<file path="config.mk">
export PLATFORM = sky130hd
export DESIGN_NAME = param_reload_down_counter
export DESIGN_NICKNAME = d
export VERILOG_FILES = /design/src/rtl/param_reload_down_counter.sv
export SDC_FILE = /design/constraint.sdc
export NUM_CORES = 1
export LEC_CHECK = 0
export CORE_ASPECT_RATIO = 1.75
export CORE_UTILIZATION = 37
export CTS_BUF_LIST = sky130_fd_sc_hd__clkbuf_8
export CTS_CLUSTER_DIAMETER = 30
export DETAILED_ROUTE_END_ITERATION = 16
export GPL_TIMING_DRIVEN = 0
export MAX_ROUTING_LAYER = met4
export SETUP_SLACK_MARGIN = 0.3
export SLEW_MARGIN = 25
export SYNTH_ARGS = -nofsm -noshare
export SYNTH_HDL_FRONTEND = slang
export SYNTH_SLANG_ARGS = --single-unit
</file>
<file path="constraint.sdc">
create_clock -name baud -period 4.14 [get_ports baud]
set_input_delay 0.621 -clock baud [delete_from_list [all_inputs] [get_ports baud]]
set_output_delay 0.621 -clock baud [all_outputs]
set_load 0.03 [all_outputs]
</file>
<file path="src/rtl/param_reload_down_counter.sv">
// param_reload_down_counter
//   Reloadable down counter with a one-shot mode and a periodic (auto-reload) mode.
//   A load strobe captures a reload value. The counter then steps down to a terminal
//   count, where it raises a single-cycle tc pulse. In periodic mode it reloads and
//   keeps running; in one-shot mode it stops and goes idle.
//
//   Optional feature: define RDC_PRESCALE_EN to add a prescaler. With it, only every
//   PRESCALE-th enabled RUN cycle counts as a step.
//
// Parameters
//   WIDTH    : counter and reload width (2..32)
//   PRESCALE : enabled RUN cycles per step (2..256); used only with RDC_PRESCALE_EN
// Ports
//   baud    : clock; all state updates on its rising edge
//   rst     : synchronous active-high reset
//   load    : reload strobe; has priority over en and auto_rl
//   sel     : reload value, sampled when load=1
//   en      : count enable
//   auto_rl : 1 = periodic mode, 0 = one-shot mode; sampled on the terminal step
//   cnt     : current count (registered)
//   busy    : high while the FSM is in RUN
//   tc      : registered single-cycle terminal-count pulse
module param_reload_down_counter #(
  parameter int unsigned WIDTH    = 10,
  parameter int unsigned PRESCALE = 16
) (
  input  logic             baud,
  input  logic             rst,
  input  logic             load,
  input  logic [WIDTH-1:0] sel,
  input  logic             en,
  input  logic             auto_rl,
  output logic [WIDTH-1:0] cnt,
  output logic             busy,
  output logic             tc
);

  // Reject illegal parameter values at elaboration time
  if (WIDTH < 2 || WIDTH > 32) begin : g_bad_width
    $error("param_reload_down_counter: WIDTH must be in 2..32");
  end
  if (PRESCALE < 2 || PRESCALE > 256) begin : g_bad_prescale
    $error("param_reload_down_counter: PRESCALE must be in 2..256");
  end

  typedef enum logic {IDLE, RUN} state_t;

  state_t           state_q, state_d;
  logic [WIDTH-1:0] rl, rl_d, cnt_d;
  logic             tc_d;
  logic             step;

`ifdef RDC_PRESCALE_EN
  localparam int unsigned PW = (PRESCALE > 1) ? $clog2(PRESCALE) : 1;
  logic [PW-1:0] pre_q, pre_d;
`endif

  // State and datapath registers
  always_ff @(posedge baud) begin
    if (rst) begin
      state_q <= IDLE;
      cnt     <= '0;
      rl      <= '0;
      tc      <= 1'b0;
    end else begin
      state_q <= state_d;
      cnt     <= cnt_d;
      rl      <= rl_d;
      tc      <= tc_d;
    end
  end

`ifdef RDC_PRESCALE_EN
  // Prescale counter register
  always_ff @(posedge baud) begin
    if (rst) pre_q <= '0;
    else     pre_q <= pre_d;
  end
`endif

  // Next-state and datapath logic
  always_comb begin
    state_d = state_q;
    cnt_d   = cnt;
    rl_d    = rl;
    tc_d    = 1'b0;
    step    = 1'b0;
`ifdef RDC_PRESCALE_EN
    pre_d   = pre_q;
`endif
    if (load) begin
      rl_d    = sel;
      cnt_d   = sel;
      state_d = (sel != '0) ? RUN : IDLE;
`ifdef RDC_PRESCALE_EN
      pre_d   = '0;
`endif
    end else if (state_q == RUN && en) begin
`ifdef RDC_PRESCALE_EN
      if (pre_q == PW'(PRESCALE - 1)) begin
        pre_d = '0;
        step  = 1'b1;
      end else begin
        pre_d = pre_q + PW'(1);
      end
`else
      step = 1'b1;
`endif
      if (step) begin
        if (cnt > WIDTH'(1)) begin
          cnt_d = cnt - WIDTH'(1);
        end else if (cnt == WIDTH'(1)) begin
          // Terminal step: pulse tc, then reload or stop
          tc_d = 1'b1;
          if (auto_rl) begin
            cnt_d = rl;
          end else begin
            cnt_d   = '0;
            state_d = IDLE;
          end
        end else begin
          // A zero count in RUN cannot be reached; drop to IDLE rather than wrap
          state_d = IDLE;
        end
      end
    end
  end

  assign busy = (state_q == RUN);

endmodule

</file>
# Word-level counts from Yosys, hierarchy flattened
# Cells that the tools add are included.
# W data, S select, Z words.
# op_classes
addsub,1
reduce_logical,7
n_lt_le_gt_ge,1
n_eq_ne,3
bitwise_logic,1
muxes,12
# ops
operator,count
$mux W10,5
$eq A10 B1 Y1 const B,1
$gt A10 B1 Y1 const B,1
$reduce_bool A10 Y1,1
$sub A10 B1 Y10 const B,1
$mux W1,7
$reduce_or A4 Y1,1
$ne A3 B3 Y1 const B,1
$reduce_and A3 Y1,1
$reduce_bool A3 Y1,1
$ne A2 B2 Y1 const B,1
$reduce_and A2 Y1,1
$reduce_bool A2 Y1,1
$logic_and A1 B1 Y1,1
$not A1 Y1,1
# totals
regBits,22
out_inout_bits,12

# Logic depth before layout (Yosys ltp)
# Gate-level depths: netlist (run 1).
# logic_depth
word_depth,5
mapped_depth,8
ltp_nobuf,6

# Least setup slack after synthesis (run 1)
# No wires, ideal clock.
# synth_path
path_type,register -> register
start,reg cnt[1]
end,reg cnt[0]
n_path_buf,2
t_arrival_ns,2.201
path_stages_with_launch,9
path_slack_ns,1.848
setup_ns,0.091
required_time_ns,4.049
cell_sequence,dfxtp_1 > inv_1 > ha_1 > buf_2 > or2_2 > and3_1 > buf_2 > or3_1 > a311oi_1
# synth_between
elab_chain_len,4
# synth_lines
item,line,source
start: declaration,33,"output logic [WIDTH-1:0] cnt,"
start signal: assignment,67,cnt <= cnt_d;
$gt A10 B1 Y1,110,if (cnt > WIDTH'(1)) begin
$mux W10,110,
$mux W10,98,end else if (state_q == RUN && en) begin
$mux W10,91,if (load) begin
# Parallel ways exist; a longest one is shown, timed or not. The select of a mux whose other input is x is not followed.
# A chain may end at the register's enable or synchronous reset.

==> flow_summary_export.csv, run 1 <==
group,metric,value,unit
timing,fin_ws,1717,ps
flow_run,drv_cap,0,
floorplanning,fp.dieArea,3893,sq um
drt,drc,0,
yosys,syn_avg_cell_area,8.630,sq um
drt,vias,1407,
floorplanning,die_h,81.80,um
timing,final_max_slew_viol_count,0,
floorplanning,io_pins,27,
grt,grt_pass1_vias,1378,
place,placed_cell_area,1653,sq um
critical_path,path_cells,"clkdlybuf4s50_1 -> clkbuf_1 -> buf_1 -> mux2i_1 -> nor2_1",
grt,grt_first_pass_wirelength,6679,um
drt,antenna_left,0,
drt,viasPerCell,6.144,
floorplanning,num_rows,28,
yosys,ys_ff_latch,22,
yosys,syn_area,1346,sq um
yosys,netlist_instances,156,
place,dpl_worst_slack,1466,ps
clock_tree,clkTransAtPathRegs,80,ps
grt,grt_use_total,0.2532,
clock_tree,cts_buffers,3,
grt,grt_max_degree,12,
clock_tree,cts_resized,0,
yosys,async_flop_share,0,
clock_tree,h-tree-depth,1,
yosys,synth-seq-area-share,0.3271,
critical_path,start_kind,"input pin",
outcome,status,"finished clean",
final_layout,fin_area,1694,sq um
power_and_ir_drop,p_per_area,346.2,nW/um^2
final_layout,diodes,0,
critical_path,crit_path_max_fanout,10,
power_and_ir_drop,ir_drop,0.1991,mV
critical_path,critPathCaptureType,"register",
grt,grt-ovfl-total,0,
timing,tns,0,ps
clock_tree,clock_latency,270,ps
critical_path,rrSetupSlack,1750,ps
timing,rsz0062_at_grt,"false",
timing,fin_crit_sh,0.5853,
clock_tree,cts_max_path_buffers,2,
floorplanning,die_w,47.60,um
yosys,syn_nets,173,
timing,final-hold-violation-count,0,
yosys,synth_flop_cell,"dfxtp_1",
final_layout,final_util,0.4934,
floorplanning,start_util,0.3921,
timing,setup_viol,0,
clock_tree,cts_tree,"done",
clock_tree,cts_hold_buf,0,
clock_tree,cts_setup_buffers,0,
grt,antenna_found_initial,0,
timing,tightestPinTransition,736.3,ps
clock_tree,numClockSinks,22,
final_layout,drive_above_1_share,0.08696,
critical_path,required,4280,ps
yosys,synth_edf_count,0,
yosys,synth_warnings,0,
final_layout,fin_nets,203,
place,port_buffers,25,
drt,drt_first_pass_iters,4,
critical_path,crit_type,"in2reg",
timing,period_needed,2423,ps
timing,max_clock_freq,412.7,MHz
clock_tree,cts.root.buffer_cell,"clkbuf_8",
critical_path,cpMaxStageDelayCell,"clkdlybuf4s50_1",
min_path,hp-class,"reg2reg",
critical_path,max_stage_delay,610,ps
drt,drt_first_iter_violations,60,
place,dp_hpwl,3068,um
timing,finClkSkew,4.763,ps
timing,slew_headroom,0.5051,
drt,post_drt_wl_per_cell,18.03,um
power_and_ir_drop,p_leak,0.6350,nW
critical_path,cp_num_buf_inv,3,
critical_path,critPathArrivalTime,2570,ps
yosys,synth_cell_type_count,49,
critical_path,path_delay_family,"buffers and inverters",
floorplanning,core_area,3433,sq um
drt,totalWireLength,4130,um
final_layout,areaGrowthSynthToFinish,25.84,%
place,routabilityCongestion,0.9103,
==> through the flow <==
step / power [mW] / std cells / hold slack, ps
2_1_floorplan: 0.3828 / 156 / 441.7
3_3_place_gp: 0.4492 / 226 / 453.0
3_5_place_dp: 0.4530 / 226 / 468.8
4_1_cts: 0.5889 / 229 / 480.4
5_1_grt: 0.6219 / 229 / 502.0
6_report: 0.5864 / 229 / 486.3
==> final timing paths <==
path | cells past startpoint | to | from
setup / recovery | 5 | rl[5]$_SDFFE_PP0P_ | load
hold / removal | 2 | rl[1]$_SDFFE_PP0P_ | rl[1]$_SDFFE_PP0P_
setup reg to reg | 8 | cnt[0]$_SDFFE_PP0P_ | cnt[1]$_SDFFE_PP0P_
hold reg to reg | 2 | rl[1]$_SDFFE_PP0P_ | rl[1]$_SDFFE_PP0P_
==> flip-flops by register name (all words and copies together) (netlist names) <==
signal  cells
busy        1
cnt        10
rl         10
tc          1
==> placed cells by master (no fill, tap or decap), drive strengths merged, types with 2 or more instances in the layout <==
cell type	n
o22ai	4
a22oi	5
mux2i	9
clkbuf	8
inv	7
nor3	5
a31oi	3
or4	3
o21a	2
nand4	2
a311oi	5
dfxtp	22
nor4	5
clkdlybuf4s50	25
a41oi	4
a211o	2
buf	6
a31o	2
nand2	9
a21oi	5
nor2	20
o21ai	4
a211oi	3
ha	2
a2111oi	2
or3	2
==> worst min-delay path, cell delays in order, from the launching register on <==
cell	delay [ps]
dfxtp_1	320
nand2_1	60
a21oi_1	60
==> cells in the mapped netlist (2+ instances only) <==
| library cell | number | area share |
|---|---|---|
| a2111oi_0 | 2 | 0.013 |
| inv_1 | 7 | 0.020 |
| nor3_1 | 5 | 0.019 |
| a31oi_1 | 3 | 0.014 |
| nor2_1 | 20 | 0.056 |
| o21a_1 | 2 | 0.011 |
| or3_1 | 2 | 0.0093 |
| o21ai_1 | 2 | 0.0074 |
| mux2i_1 | 9 | 0.067 |
| a41oi_1 | 4 | 0.026 |
| a211oi_2 | 2 | 0.019 |
| a311oi_1 | 5 | 0.033 |
| nand4_1 | 2 | 0.0093 |
| a31o_2 | 2 | 0.013 |
| nand2_1 | 9 | 0.025 |
| dfxtp_1 | 22 | 0.33 |
| buf_2 | 4 | 0.015 |
| o21ai_0 | 2 | 0.0074 |
| or4_1 | 3 | 0.017 |
| ha_1 | 2 | 0.019 |
| clkbuf_1 | 5 | 0.014 |
| nor4_1 | 3 | 0.014 |
| a22oi_1 | 5 | 0.028 |
| o22ai_1 | 4 | 0.019 |
| a21oi_1 | 5 | 0.019 |
| a211o_1 | 2 | 0.013 |
==> routing by layer <==
layer  global-route usage  share of wire  vias up
li1                     -              -      670
met1               0.2709           0.38      660
met2               0.4205           0.52       62
met3              0.02857          0.049       15
met4               0.1611          0.050        0
met5                    -              0        -
==> cell type report <==
cell class	count	area, sq um
plain buffers	11	53.80
clock buffers	3	41.29
fillers	372	1739
inverters	7	26.28
multi-input cells	116	825.8
flip-flops and latches	22	440.4
well taps	45	56.30
repair buffers	25	250.2
==> report_power, final <==
| part | internal (mW) | switching [mW] | total, mW |
|---|---|---|---|
| Clock | 0.0652 | 0.0715 | 0.137 |
| Sequential | 0.227 | 0.0216 | 0.248 |
| Combinational | 0.0841 | 0.117 | 0.201 |
==> logic make-up (layout without fill, tap and decap cells) <==
group           after synthesis  in the layout  share of synthesized area
simple gates                 54             54                     0.2203
compound gates               51             51                     0.3076
mux                           9              9                    0.06692
buf+inv                      18             46                    0.05948
flops                        22             22                     0.3271
fa+ha+maj                     2              2                    0.01858
Power figures use the tool's default switching activity.
==> run 2, diff against run 1 <==
==> constraint.sdc (replaced) <==
create_clock -name baud -period 2.3 [get_ports baud]
set_input_delay 0.345 -clock baud [delete_from_list [all_inputs] [get_ports baud]]
set_output_delay 0.345 -clock baud [all_outputs]
set_load 0.03 [all_outputs]
==> flow_summary_export.csv, run 2 (synthesized netlist as in run 1, its figures left out) <==
group,metric,value,unit
timing,fin_crit_sh,0.8378,
timing,setup_viol,0,
power_and_ir_drop,seqPwrFrac,0.389,
floorplanning,num_rows,28,
critical_path,required,2440,ps
floorplanning,start_util,0.3921,
place,port_buffers,25,
grt,grt_max_degree,13,
power_and_ir_drop,clockPowerShare,0.220,
grt,grt_first_pass_wirelength,6706,um
timing,period_needed,1927,ps
clock_tree,clock_latency,270,ps
final_layout,fin_area,1861,sq um
drt,totalWireLength,4272,um
grt,grt_pass1_vias,1348,
clock_tree,cts_buffers,3,
critical_path,path_cells,"clkdlybuf4s50_1 -> clkbuf_1 -> buf_2 -> mux2i_1 -> nor2_1",
clock_tree,h-tree-depth,1,
floorplanning,core_area,3433,sq um
place,placed_cell_area,1665,sq um
clock_tree,cts.root.buffer_cell,"clkbuf_8",
critical_path,crit_path_max_fanout,10,
outcome,status,"finished clean",
grt,grt_use_total,0.2505,
timing,fin_ws,373.1,ps
critical_path,critical_path.startpoint,"load",
floorplanning,io_pins,27,
drt,drt_first_iter_violations,53,
min_path,min_to,"rl[1]$_SDFFE_PP0P_",
final_layout,largestRegisters,"cnt: 10 flops, rl: 10 flops",
critical_path,crit_type,"in2reg",
timing,rsz0062_at_grt,"true",
clock_tree,cts_tree,"done",
timing,finClkSkew,8.629,ps
drt,drc,0,
drt,drt_first_pass_iters,4,
floorplanning,die_w,47.60,um
critical_path,start_kind,"input pin",
critical_path,worstRegToRegCells,8,
final_layout,drive_above_1_share,0.1949,
critical_path,path_delay_family,"buffers and inverters",
drt,vias,1458,
drt,post_drt_wl_per_cell,17.80,um
final_layout,fin_nets,213,
power_and_ir_drop,p_int,0.7368,mW
place,dpl_worst_slack,-139.1,ps
power_and_ir_drop,swShare,0.3555,
power_and_ir_drop,p_comb_frac,0.391,
clock_tree,cts_max_path_buffers,2,
timing,final_max_slew_viol_count,0,
timing,final-hold-violation-count,0,
place,routabilityCongestion,0.9201,
grt,antenna_found_initial,0,
critical_path,r2r_start,"cnt[1]$_SDFFE_PP0P_",
min_path,hp-class,"reg2reg",
final_layout,layout_commonest_cell,"clkdlybuf4s50_1",
final_layout,final_util,0.5419,
flow_run,drv_cap,0,
critical_path,r2r_end,"cnt[0]$_SDFFE_PP0P_",
power_and_ir_drop,p_per_area,614.5,nW/um^2
min_path,whs_path_depth,2,
final_layout,diodes,0,
power_and_ir_drop,net-switching-power,0.4064,mW
timing,slew_headroom,0.5799,
power_and_ir_drop,power.total,1.143,mW
final_layout,areaGrowthSynthToFinish,38.20,%
timing,max_clock_freq,519.0,MHz
place,place_inst,226,
power_and_ir_drop,ir_drop,0.3463,mV
critical_path,rrSetupSlack,380,ps
grt,grt-ovfl-total,0,
final_layout,final_cell_mix,"25 x clkdlybuf4s50_1, 20 x nor2_1, 20 x dfxtp_1",
power_and_ir_drop,p_leak,0.7072,nW
critical_path,max_stage_delay,610,ps
clock_tree,numClockSinks,22,
critical_path,cpMaxStageDelayCell,"clkdlybuf4s50_1",
timing,tightestPinTransition,630.2,ps
drt,antenna_left,0,
timing,tns,0,ps
critical_path,cp_num_buf_inv,3,
critical_path,critPathCaptureType,"register",
place,dp_hpwl,2982,um
clock_tree,clkTransAtPathRegs,80,ps
floorplanning,die_h,81.80,um
final_layout,layout.cells.non_filler,240,
min_path,min_from,"rl[1]$_SDFFE_PP0P_",
critical_path,critPathArrivalTime,2060,ps
timing,holdWs,474.3,ps
floorplanning,fp.dieArea,3893,sq um
drt,viasPerCell,6.075,
run 2: area by class of cell:
class,instances,area (sq um)
Clock buffer,3,41.29
Clock inverter,1,3.754
Sequential cell,22,447.9
Inverter,7,26.28
Buffer,11,72.57
Fill cell,368,1573
Multi-Input combinational cell,116,874.6
Tap cell,45,56.30
Timing Repair Buffer,35,337.8
run 2: worst max path at each step:
stage	endpoint	slack, ps	depth (start not counted)
final	rl[6]$_SDFFE_PP0P_	370	5
after global placement	rl[5]$_SDFFE_PP0P_	-110	5
after global routing	cnt[1]$_SDFFE_PP0P_	290	5
after floorplan	cnt[0]$_SDFFE_PP0P_	320	8
after detailed placement	rl[3]$_SDFFE_PP0P_	-140	5
after CTS	cnt[1]$_SDFFE_PP0P_	280	5
run 2: worst min-delay path, delay by kind of cell, from the launching register on:
| kind | cells | cell delay (ps) |
|---|---|---|
| flops | 1 | 320 |
| compound gates | 1 | 50 |
| simple gates | 1 | 60 |
run 2: repair_timing:
item	in CTS	in global routing
endpoints found under the setup margin	15	7
resized for setup	6	10
pin swaps	2	5
setup buffers	2	8
hold buffers	0	0
run 2: power by group through the flow:
stage | registers [mW] | clock network, mW | logic [mW]
2_1_floorplan | 0.481 | 0 | 0.215
3_3_place_gp | 0.455 | 0 | 0.358
3_5_place_dp | 0.458 | 0 | 0.364
4_1_cts | 0.444 | 0.257 | 0.385
5_1_grt | 0.449 | 0.276 | 0.478
6_report | 0.445 | 0.252 | 0.447
run 2: per-layer routing:
layer  track usage  part of all wire
met5             -                 0
met4        0.1028             0.015
met3       0.02418             0.048
met2        0.4233              0.56
met1        0.2909              0.38
==> edit, RTL diff (config.mk and constraints of run 2) <==
`WIDTH`: 10 -> 8.
--- a/src/rtl/param_reload_down_counter.sv
+++ b/src/rtl/param_reload_down_counter.sv
@@ -22,5 +22,5 @@
 //   tc      : registered single-cycle terminal-count pulse
 module param_reload_down_counter #(
-  parameter int unsigned WIDTH    = 10,
+  parameter int unsigned WIDTH    = 8,
   parameter int unsigned PRESCALE = 16
 ) (
Interface: changed (resized cnt and sel); port bits go from 27 to 23. The function was not compared with the original's and may differ.
==> edit against run 2 <==
  * Final cell count shrank 21%
  * Total power shrank 20%
  * Sequential cell count shrank 4
  * Wire length shrank 25%
  * Area after synthesis shrank 15%
  * Via count shrank 21%
  * Sequential share of layout area grew 0.86 points
  * Design area shrank 22%
  * Count of clock-buffer cells in the layout grew 1
  * Die area shrank 15%
  * Worst setup slack gained 67 ps
  * Core utilization shrank 4.5 points
  * Critical path type is now reg -> out
  * Critical endpoint is now cnt[5]
  * Largest cell class unchanged
  * Largest power group is now sequential cells
==> edit: results (changes against run 2) <==
post-synthesis compound-gate area fraction=29.0% (-1.8 points); Sw Ratio=33.8% (-1.8 points); FF-to-FF setup slack=460 ps (+80 ps); skew final=3.66 ps (-4.97 ps); initial drt markers=41 (-23%); Sequential Power Share=40.0% (+1.1 points); VDD IR max=443 uV (+28%); Global Route Usage Sum=20.5% (-4.6 points); worst-skew pair later-pin latency=approximately 260 ps; initial antenna violation count=0 (unchanged); synth cell count leaders=dfxtp_1 (18), nor2_1 (13), a21oi_1 (10); pwr dens=625 nW/um^2 (+1.7%); Detail Placement HPWL=2420 um (-19%); Slew HR=63.7% (+5.7 points); Post-CTS Setup Bufs=0 (-2); via/cell ratio=6.09 (+0.24%); status=complete, no violations; Area contributors post-synth=dfxtp_1 (32%), mux2i_1 (5.3%), a21oi_1 (4.4%); syn_nets=152 (-12%); n_diodes=0 (unchanged); vias in the first global route=1,016 (-25%); Post-synth ARST share=0% (unchanged); Port Buf Inserts=21 (-16%); first-pass GRT wire length=4890 um (-27%); library cells used by synthesis=45 (-8.2%); Worst EP arrival=1520 ps (-540 ps); Leak=0.562 nW (-21%); RD Place Congestion=0.826 (-10%); sequential fraction of the synthesis area=31.6% (-1.1 points); clk root buf=clkbuf_8; mux cell area share after synthesis=5.27% (-1.4 points); largest net degree at the start of global routing=11 (-2); WL/cell=16.9 um (-5.2%); Synth Area in XOR/XNOR=1.54% (+1.5 points); Crit Path Max Fanout=8 (-2); DRT Pass-1 Iters=7 (+3); Comb pwr share=30.3% (-8.8 points); Fill cells=303 (-18%); post-synthesis adder-cell area fraction=2.20% (+0.34 points); layout cells sized above 1=12.3% (-7.1 points); CP max stage delay=740 ps (+130 ps); largest registers=cnt: 8 flops, rl: 8 flops; Layout Nets=178 (-16%)
-- edit: changes by cell type after synthesis, sizes merged, moves of 5 or more --
cell / before / now
nor2: 20 / 13
a21oi: 5 / 10
a22oi: 5 / 0
a311oi: 5 / 0
nand4: 2 / 7
-- edit: per-stage QoR --
stage,hold slack (ps),worst slack (ps),instance area [um^2],cells,util [%]
2_1_floorplan,445,325,1140,137,-
3_3_place_gp,455,330,1380,186,47.3
3_5_place_dp,457,306,1380,186,47.3
4_1_cts,470,329,1440,190,49.2
5_1_grt,479,338,1460,190,49.7
6_report,471,440,1460,190,49.7
-- edit: cell type report --
type                            instances  area [um^2]  area share (%)
Clock buffer                            4         55.1            3.78
Tap cell                               28         35.0            2.41
Timing Repair Buffer                   21          210            14.4
Inverter                                8         30.0            2.06
Sequential cell                        18          363            24.9
Buffer                                  8         41.3            2.84
Multi-Input combinational cell        103          721            49.5
-- edit: layer usage --
metal  track usage, %  part of all wire [%]
met1             24.3                    43
met4             7.74                   1.1
met5                -                     0
met3             2.37                   3.9
met2             35.2                    52
-- edit: final timing paths --
path / start / to / depth (start not counted)
max: cnt[5]$_SDFFE_PP0P_ / cnt[5] / 1
min: rl[6]$_SDFFE_PP0P_ / rl[6]$_SDFFE_PP0P_ / 2
max reg2reg: cnt[0]$_SDFFE_PP0P_ / cnt[2]$_SDFFE_PP0P_ / 7
min reg2reg: rl[6]$_SDFFE_PP0P_ / rl[6]$_SDFFE_PP0P_ / 2
-- edit: worst reg2reg max path, cell delays in order, from the launching register on --
cell	delay (ps)
dfxtp_2	420
inv_1	80
ha_1	190
buf_2	180
nor2b_1	200
a31o_2	280
or3_1	330
o21ai_1	110
-- edit: repair_timing --
item / in CTS / in global routing
endpoints found under the setup margin: 1 / 4
hold endpoints to repair: 0 / 0
gates resized for setup: 1 / 3
